## config.mk

```make
export PLATFORM = sky130hd
export DESIGN_NAME = opcode_fetch
export DESIGN_NICKNAME = d
export VERILOG_FILES = /design/src/rtl/opcode_fetch.sv
export SDC_FILE = /design/constraint.sdc
export NUM_CORES = 1
export LEC_CHECK = 0
export BUFFER_PORTS_ARGS = -buffer_cell sky130_fd_sc_hd__buf_2
export CORE_MARGIN = 5
export CORE_UTILIZATION = 30
export DETAILED_ROUTE_END_ITERATION = 10
export GPL_TIMING_DRIVEN = 0
export SYNTH_ARGS = -nofsm -noshare
export SYNTH_HDL_FRONTEND = slang
export SYNTH_SLANG_ARGS = --single-unit
```

## constraint.sdc

```tcl
create_clock -name clk -period 4.91 [get_ports clk]
set_input_delay 0.982 -clock clk [delete_from_list [all_inputs] [get_ports clk]]
set_output_delay 0.982 -clock clk [all_outputs]
set_load 0.005 [all_outputs]
```

## src/rtl/opcode_fetch.sv

```systemverilog
// CHIP-8 opcode fetch: reads the big-endian opcode at program_counter in two byte reads and hands it to execute.
// Optional illegal-encoding trap enabled by defining OPCODE_FETCH_ILLEGAL_TRAP_EN.
module opcode_fetch (
  input  logic        clk,
  input  logic        rst,
  input  logic [15:0] program_counter,
  input  logic        flush,
  input  logic        mem_gnt,
  input  logic [7:0]  mem_rdata,
  output logic [11:0] mem_addr,
  output logic        mem_re,
  output logic        op_valid,
  input  logic        op_ready,
  output logic [15:0] opcode,
  output logic [15:0] op_pc,
  output logic [3:0]  op_class,
  output logic [3:0]  op_x,
  output logic [3:0]  op_y,
  output logic [3:0]  op_n,
  output logic [7:0]  op_nn,
  output logic [11:0] op_nnn,
  output logic        op_illegal,
  output logic        stalled
);

  typedef enum logic [1:0] {HI_REQ, LO_REQ, LO_WAIT, VALID} state_t;

  state_t      state, state_next;
  logic        hi_first;
  logic [7:0]  hi_byte;
  logic [11:0] lo_addr;
  logic        hi_accept;

  assign lo_addr   = op_pc[11:0] + 12'd1;
  assign hi_accept = (state == HI_REQ) && mem_gnt && !flush;

  always_comb begin
    state_next = state;
    mem_addr   = program_counter[11:0];
    mem_re     = 1'b0;
    case (state)
      HI_REQ: begin
        mem_re = mem_gnt;
        if (mem_gnt) state_next = LO_REQ;
      end
      LO_REQ: begin
        mem_addr = lo_addr;
        mem_re   = mem_gnt;
        if (mem_gnt) state_next = LO_WAIT;
      end
      LO_WAIT: begin
        mem_addr   = lo_addr;
        state_next = VALID;
      end
      VALID: begin
        if (op_ready) state_next = HI_REQ;
      end
      default: state_next = HI_REQ;
    endcase
    if (flush) state_next = HI_REQ;
    if (rst) mem_re = 1'b0;
  end

  // hi_first marks the single cycle in which the high byte sits on mem_rdata,
  // so a grant stall in LO_REQ cannot overwrite it with stale read data.
  always_ff @(posedge clk or posedge rst) begin
    if (rst) begin
      state    <= HI_REQ;
      hi_first <= 1'b0;
      hi_byte  <= 8'h00;
      opcode   <= 16'h0000;
      op_pc    <= 16'h0000;
    end else begin
      state    <= state_next;
      hi_first <= hi_accept;
      if (hi_accept) op_pc <= program_counter;
      if (state == LO_REQ && hi_first) hi_byte <= mem_rdata;
      if (state == LO_WAIT && !flush) opcode <= {hi_byte, mem_rdata};
    end
  end

  assign op_valid = (state == VALID);
  assign stalled  = !(op_valid && op_ready);
  assign op_class = opcode[15:12];
  assign op_x     = opcode[11:8];
  assign op_y     = opcode[7:4];
  assign op_n     = opcode[3:0];
  assign op_nn    = opcode[7:0];
  assign op_nnn   = opcode[11:0];

`ifdef OPCODE_FETCH_ILLEGAL_TRAP_EN
  logic illegal_enc;

  always_comb begin
    illegal_enc = 1'b0;
    case (opcode[15:12])
      4'h0:       illegal_enc = (opcode[11:8] != 4'h0) || (opcode[7:4] != 4'hE) ||
                                ((opcode[3:0] != 4'h0) && (opcode[3:0] != 4'hE));
      4'h5, 4'h9: illegal_enc = (opcode[3:0] != 4'h0);
      4'h8:       illegal_enc = opcode[3] && (opcode[3:0] != 4'hE);
      4'hE:       illegal_enc = (opcode[7:0] != 8'h9E) && (opcode[7:0] != 8'hA1);
      4'hF: begin
        case (opcode[7:0])
          8'h07, 8'h0A, 8'h15, 8'h18, 8'h1E, 8'h29, 8'h33, 8'h55, 8'h65: illegal_enc = 1'b0;
          default: illegal_enc = 1'b1;
        endcase
      end
      default:    illegal_enc = 1'b0;
    endcase
  end

  assign op_illegal = op_valid && illegal_enc;
`else
  assign op_illegal = 1'b0;
`endif

endmodule

```

==> results_tabular.tex <==
\begin{tabular}{lr}
\hline
Metric & Value \\
\hline
\multicolumn{2}{l}{\textbf{Global routing}} \\
\quad Global Route Usage Sum & 11.6\% \\
\quad Initial antenna violation count & 0 \\
\quad Vias in the first global route & 1898 \\
\quad First-pass GRT wire length & 9190 um \\
\quad Total congestion overflow & 0 \\
\quad Pin count of the biggest net entering global routing & 26 \\
\multicolumn{2}{l}{\textbf{Placement}} \\
\quad Global placer's final weighted congestion & 0.826 \\
\quad Port bufs & 111 \\
\quad Minimum setup slack after placement & 2110 ps \\
\quad Sum of net half-perimeters after detailed placement & 4340 um \\
\multicolumn{2}{l}{\textbf{Clock tree}} \\
\quad Bufs on Longest Clock Path & 2 \\
\quad Count of hold buffers inserted by post-cts repair & 0 \\
\quad Setup repair bufs after CTS & 0 \\
\quad H-tree depth & 2 \\
\quad Clock slew at the register clock pins of the worst setup and hold paths & 80 ps \\
\quad Insertion delay to the later sink of the worst-skew pair & 290 ps \\
\quad Clock tree from TritonCTS & done \\
\quad Clock root buffer & clkbuf\_8 \\
\quad Post-CTS sizing & 0 \\
\quad Clock sink total & 43 \\
\quad CTS buffer count & 5 \\
\multicolumn{2}{l}{\textbf{Timing}} \\
\quad Worst Slack Setup Final & 1910 ps \\
\quad Tmin final & 3000 ps \\
\quad Final Cycle Share & 61.0\% \\
\quad Final Hold Viols & 0 \\
\quad Slew Limit Fails & 0 \\
\quad Setup skew after layout & 6.82 ps \\
\quad Setup repair after global routing missed its margin & false \\
\quad Worst relative slew slack & 65.0\% \\
\quad Final setup fails & 0 \\
\quad Final Hold Slack & 499 ps \\
\quad Highest clock rate & 334 MHz \\
\quad Slew of the pin with the lowest slew margin & 523 ps \\
\quad Total negative slack for setup checks & 0 ps \\
\multicolumn{2}{l}{\textbf{Yosys}} \\
\quad Proportion of register bits with asynchronous set or reset after synthesis & 100\% \\
\quad Cell taking the most area after synthesis & dfrtp\_1 \\
\quad Seq/Total Area, Yosys & 46.9\% \\
\quad Top flip-flop cell by instance count after synthesis & dfrtp\_1 \\
\quad Mean cell area of the mapped netlist & 11.5 um\^{}2 \\
\quad Count of flip-flops with a built-in enable after synthesis & 0 \\
\quad Top area cells in the synthesized netlist & dfrtp\_1 (47\%), mux2\_2 (20\%), buf\_4 (12\%) \\
\quad Number of cells produced by synthesis & 200 \\
\quad Post-synth cell types & 29 \\
\quad Register bit total from synthesis & 43 \\
\quad Fraction of synthesized cell area taken by the top area cell type & 46.9\% \\
\quad Number of warnings issued by yosys & 0 \\
\quad Post-Synthesis Net Count & 234 \\
\quad Synthesized area & 2290 um\^{}2 \\
\multicolumn{2}{l}{\textbf{Cells and area}} \\
\quad Layout overhead on the synthesized area & 34.2\% \\
\quad Count of antenna diodes in the layout & 0 \\
\quad Fraction of final layout cells with drive strength greater than 1 & 63.7\% \\
\quad Number of fillers in the final layout & 729 \\
\quad Net total in the final layout & 353 \\
\multicolumn{2}{l}{\textbf{Critical path}} \\
\quad Critical register-to-register path endpoint & op\_pc[6] \\
\quad Setup Crit Path Kind & register to primary output \\
\quad Kind of start point of the critical path & register \\
\quad Required time of the critical path & 3930 ps \\
\quad Reg2reg start & state[0] \\
\quad Worst EP arrival & 2010 ps \\
\quad Reg-to-reg setup timing slack & 2940 ps \\
\quad FF-to-FF path depth & 5 \\
\quad Critical path capture point type & primary output \\
\quad Worst-path maximum fanout & 7 \\
\multicolumn{2}{l}{\textbf{Drt}} \\
\quad Average detailed-routed wire length per instance & 13.3 um \\
\quad Number of detailed-route iterations in the first pass & 4 \\
\quad Initial DRC count & 74 \\
\quad Remaining DRCs & 0 \\
\quad Final Routed Wirelength & 5590 um \\
\quad Number of routed nets with antenna violations & 0 \\
\quad Overall via count from detail\_route & 1895 \\
\quad Post-detailed-route via-to-cell ratio & 4.52 \\
\multicolumn{2}{l}{\textbf{Die}} \\
\quad I/O pin count & 113 \\
\quad Core area & 7330 um\^{}2 \\
\quad Area of the die & 9490 um\^{}2 \\
\quad Number of rows in the core area & 31 \\
\quad Die X-Extent & 97.4 um \\
\quad DIE HEIGHT & 97.4 um \\
\quad Starting utilization of the core area & 31.3\% \\
\multicolumn{2}{l}{\textbf{Hold path}} \\
\quad Worst hold path cell count & 1 \\
\quad Hold Startpoint & hi\_byte[1] \\
\quad Capture endpoint of the worst hold path & opcode[9] \\
\quad Worst min path class & register to register \\
\multicolumn{2}{l}{\textbf{Status}} \\
\quad Status & finished clean \\
\multicolumn{2}{l}{\textbf{Power and ir drop}} \\
\quad Leak & 1.57 nW \\
\quad Maximum resistive drop on vdd & 0.231 mV \\
\quad Total Power Consumption & 0.00205 W \\
\quad Power density relative to cell area & 666 nW/um\^{}2 \\
\multicolumn{2}{l}{\textbf{Flow run}} \\
\quad Max-capacitance violation count & 0 \\
\hline
\end{tabular}
## how the worst max path moves through the flow
stage | from | to | slack [ps] | cells after the start
finish | op_pc[0] | mem_addr[10] | 1910 | 5
global route | state[0] | mem_addr[7] | 1780 | 6
CTS | op_pc[0] | mem_addr[10] | 1920 | 5
detailed placement | rst | mem_re | 2110 | 4
global placement | rst | mem_re | 1110 | 4
floorplan | rst | mem_re | 1750 | 2
## power breakdown
part	switching [W]	leakage, nW	internal, W
Combinational	0.000453	1.01	0.000664
Sequential	0.000186	0.515	0.000530
Clock	0.000119	0.0477	0.0000975
Total	0.000757	1.57	0.00129
## per-stage QoR
stage | utilization [%] | cells | area (um^2)
final | 42.0 | 419 | 3080
after global routing | 42.0 | 419 | 3080
after CTS | 42.0 | 419 | 3080
after detailed placement | 40.8 | 411 | 2990
after global placement | 40.6 | 410 | 2970
after floorplan | - | 200 | 2290
## sequential cells by signal (all words and copies together) (netlist names)
signal,count
op_pc,16
hi_first,1
hi_byte,8
state,2
opcode,16
## per-layer routing
| layer | vias to the layer above | global-route usage (%) | wire length, um |
|---|---|---|---|
| met4 | 0 | 3.09 | 55 |
| met2 | 111 | 18.7 | 2440 |
| met1 | 876 | 14.4 | 2440 |
| met3 | 6 | 4.59 | 650 |
| met5 | - | 0 | 0 |
| li1 | 902 | - | - |
## worst max-delay path, stage by stage, from the launching register on
cell	delay [ps]
dfrtp_1	470
ha_1	250
nand3_2	150
or4_1	530
a31oi_1	190
buf_2	140
## Yosys cell counts, types with 3 or more instances
library cell and instances:
or4_1 3, or3_1 4, o21ai_0 5, mux2_2 40
buf_2 3, a21oi_1 5, ha_1 5, buf_4 37
nand2_1 5, a31oi_1 7, o31ai_1 3, nor2_1 11
nand3_1 3, inv_1 7, dfrtp_1 43
## logic make-up (layout without fill, tap and decap cells)
logic type | Yosys count | count (layout) | share of synthesized area (%)
buffers and inverters | 49 | 169 | 14.2
DFF | 43 | 43 | 46.9
muxes | 41 | 41 | 20.1
and+or+nand+nor | 34 | 34 | 8.18
AOI/OAI and AO/OA | 24 | 24 | 6.55
adders and majority gates | 5 | 5 | 2.73
xor gates and xnor gates | 3 | 3 | 1.15
other | 1 | 1 | 0.164
## area by class of cell
class | instances | area [um^2] | share of cell area (%)
multi-input combinational | 108 | 891 | 29.0
buffer | 42 | 300 | 9.76
clock inverter | 3 | 15.0 | 0.488
inverter | 7 | 26.3 | 0.854
tap | 99 | 124 | 4.03
sequential | 43 | 1080 | 35.0
timing repair buffer | 112 | 576 | 18.7
clock buffer | 5 | 68.8 | 2.24
## layout by cell type (no fill, tap or decap), types with 2 or more instances in the layout
| master | Yosys | routed |
|---|---|---|
| or3_1 | 4 | 4 |
| nand3_2 | 2 | 2 |
| ha_1 | 5 | 5 |
| nand2b_1 | 2 | 2 |
| nand4_1 | 2 | 2 |
| a31oi_1 | 7 | 7 |
| nand2_1 | 5 | 5 |
| o31ai_1 | 3 | 3 |
| o21ai_0 | 5 | 5 |
| clkbuf_1 | 2 | 2 |
| nor2_1 | 11 | 11 |
| a21oi_1 | 5 | 5 |
| buf_4 | 37 | 37 |
| or4_1 | 3 | 3 |
| nand3_1 | 3 | 3 |
| clkinv_2 | 0 | 3 |
| dfrtp_1 | 43 | 43 |
| xnor2_1 | 2 | 2 |
| inv_1 | 7 | 6 |
| mux2_2 | 40 | 40 |
| buf_2 | 3 | 114 |
| clkbuf_8 | 0 | 5 |
No activity file was read; power rests on OpenSTA's default activity.
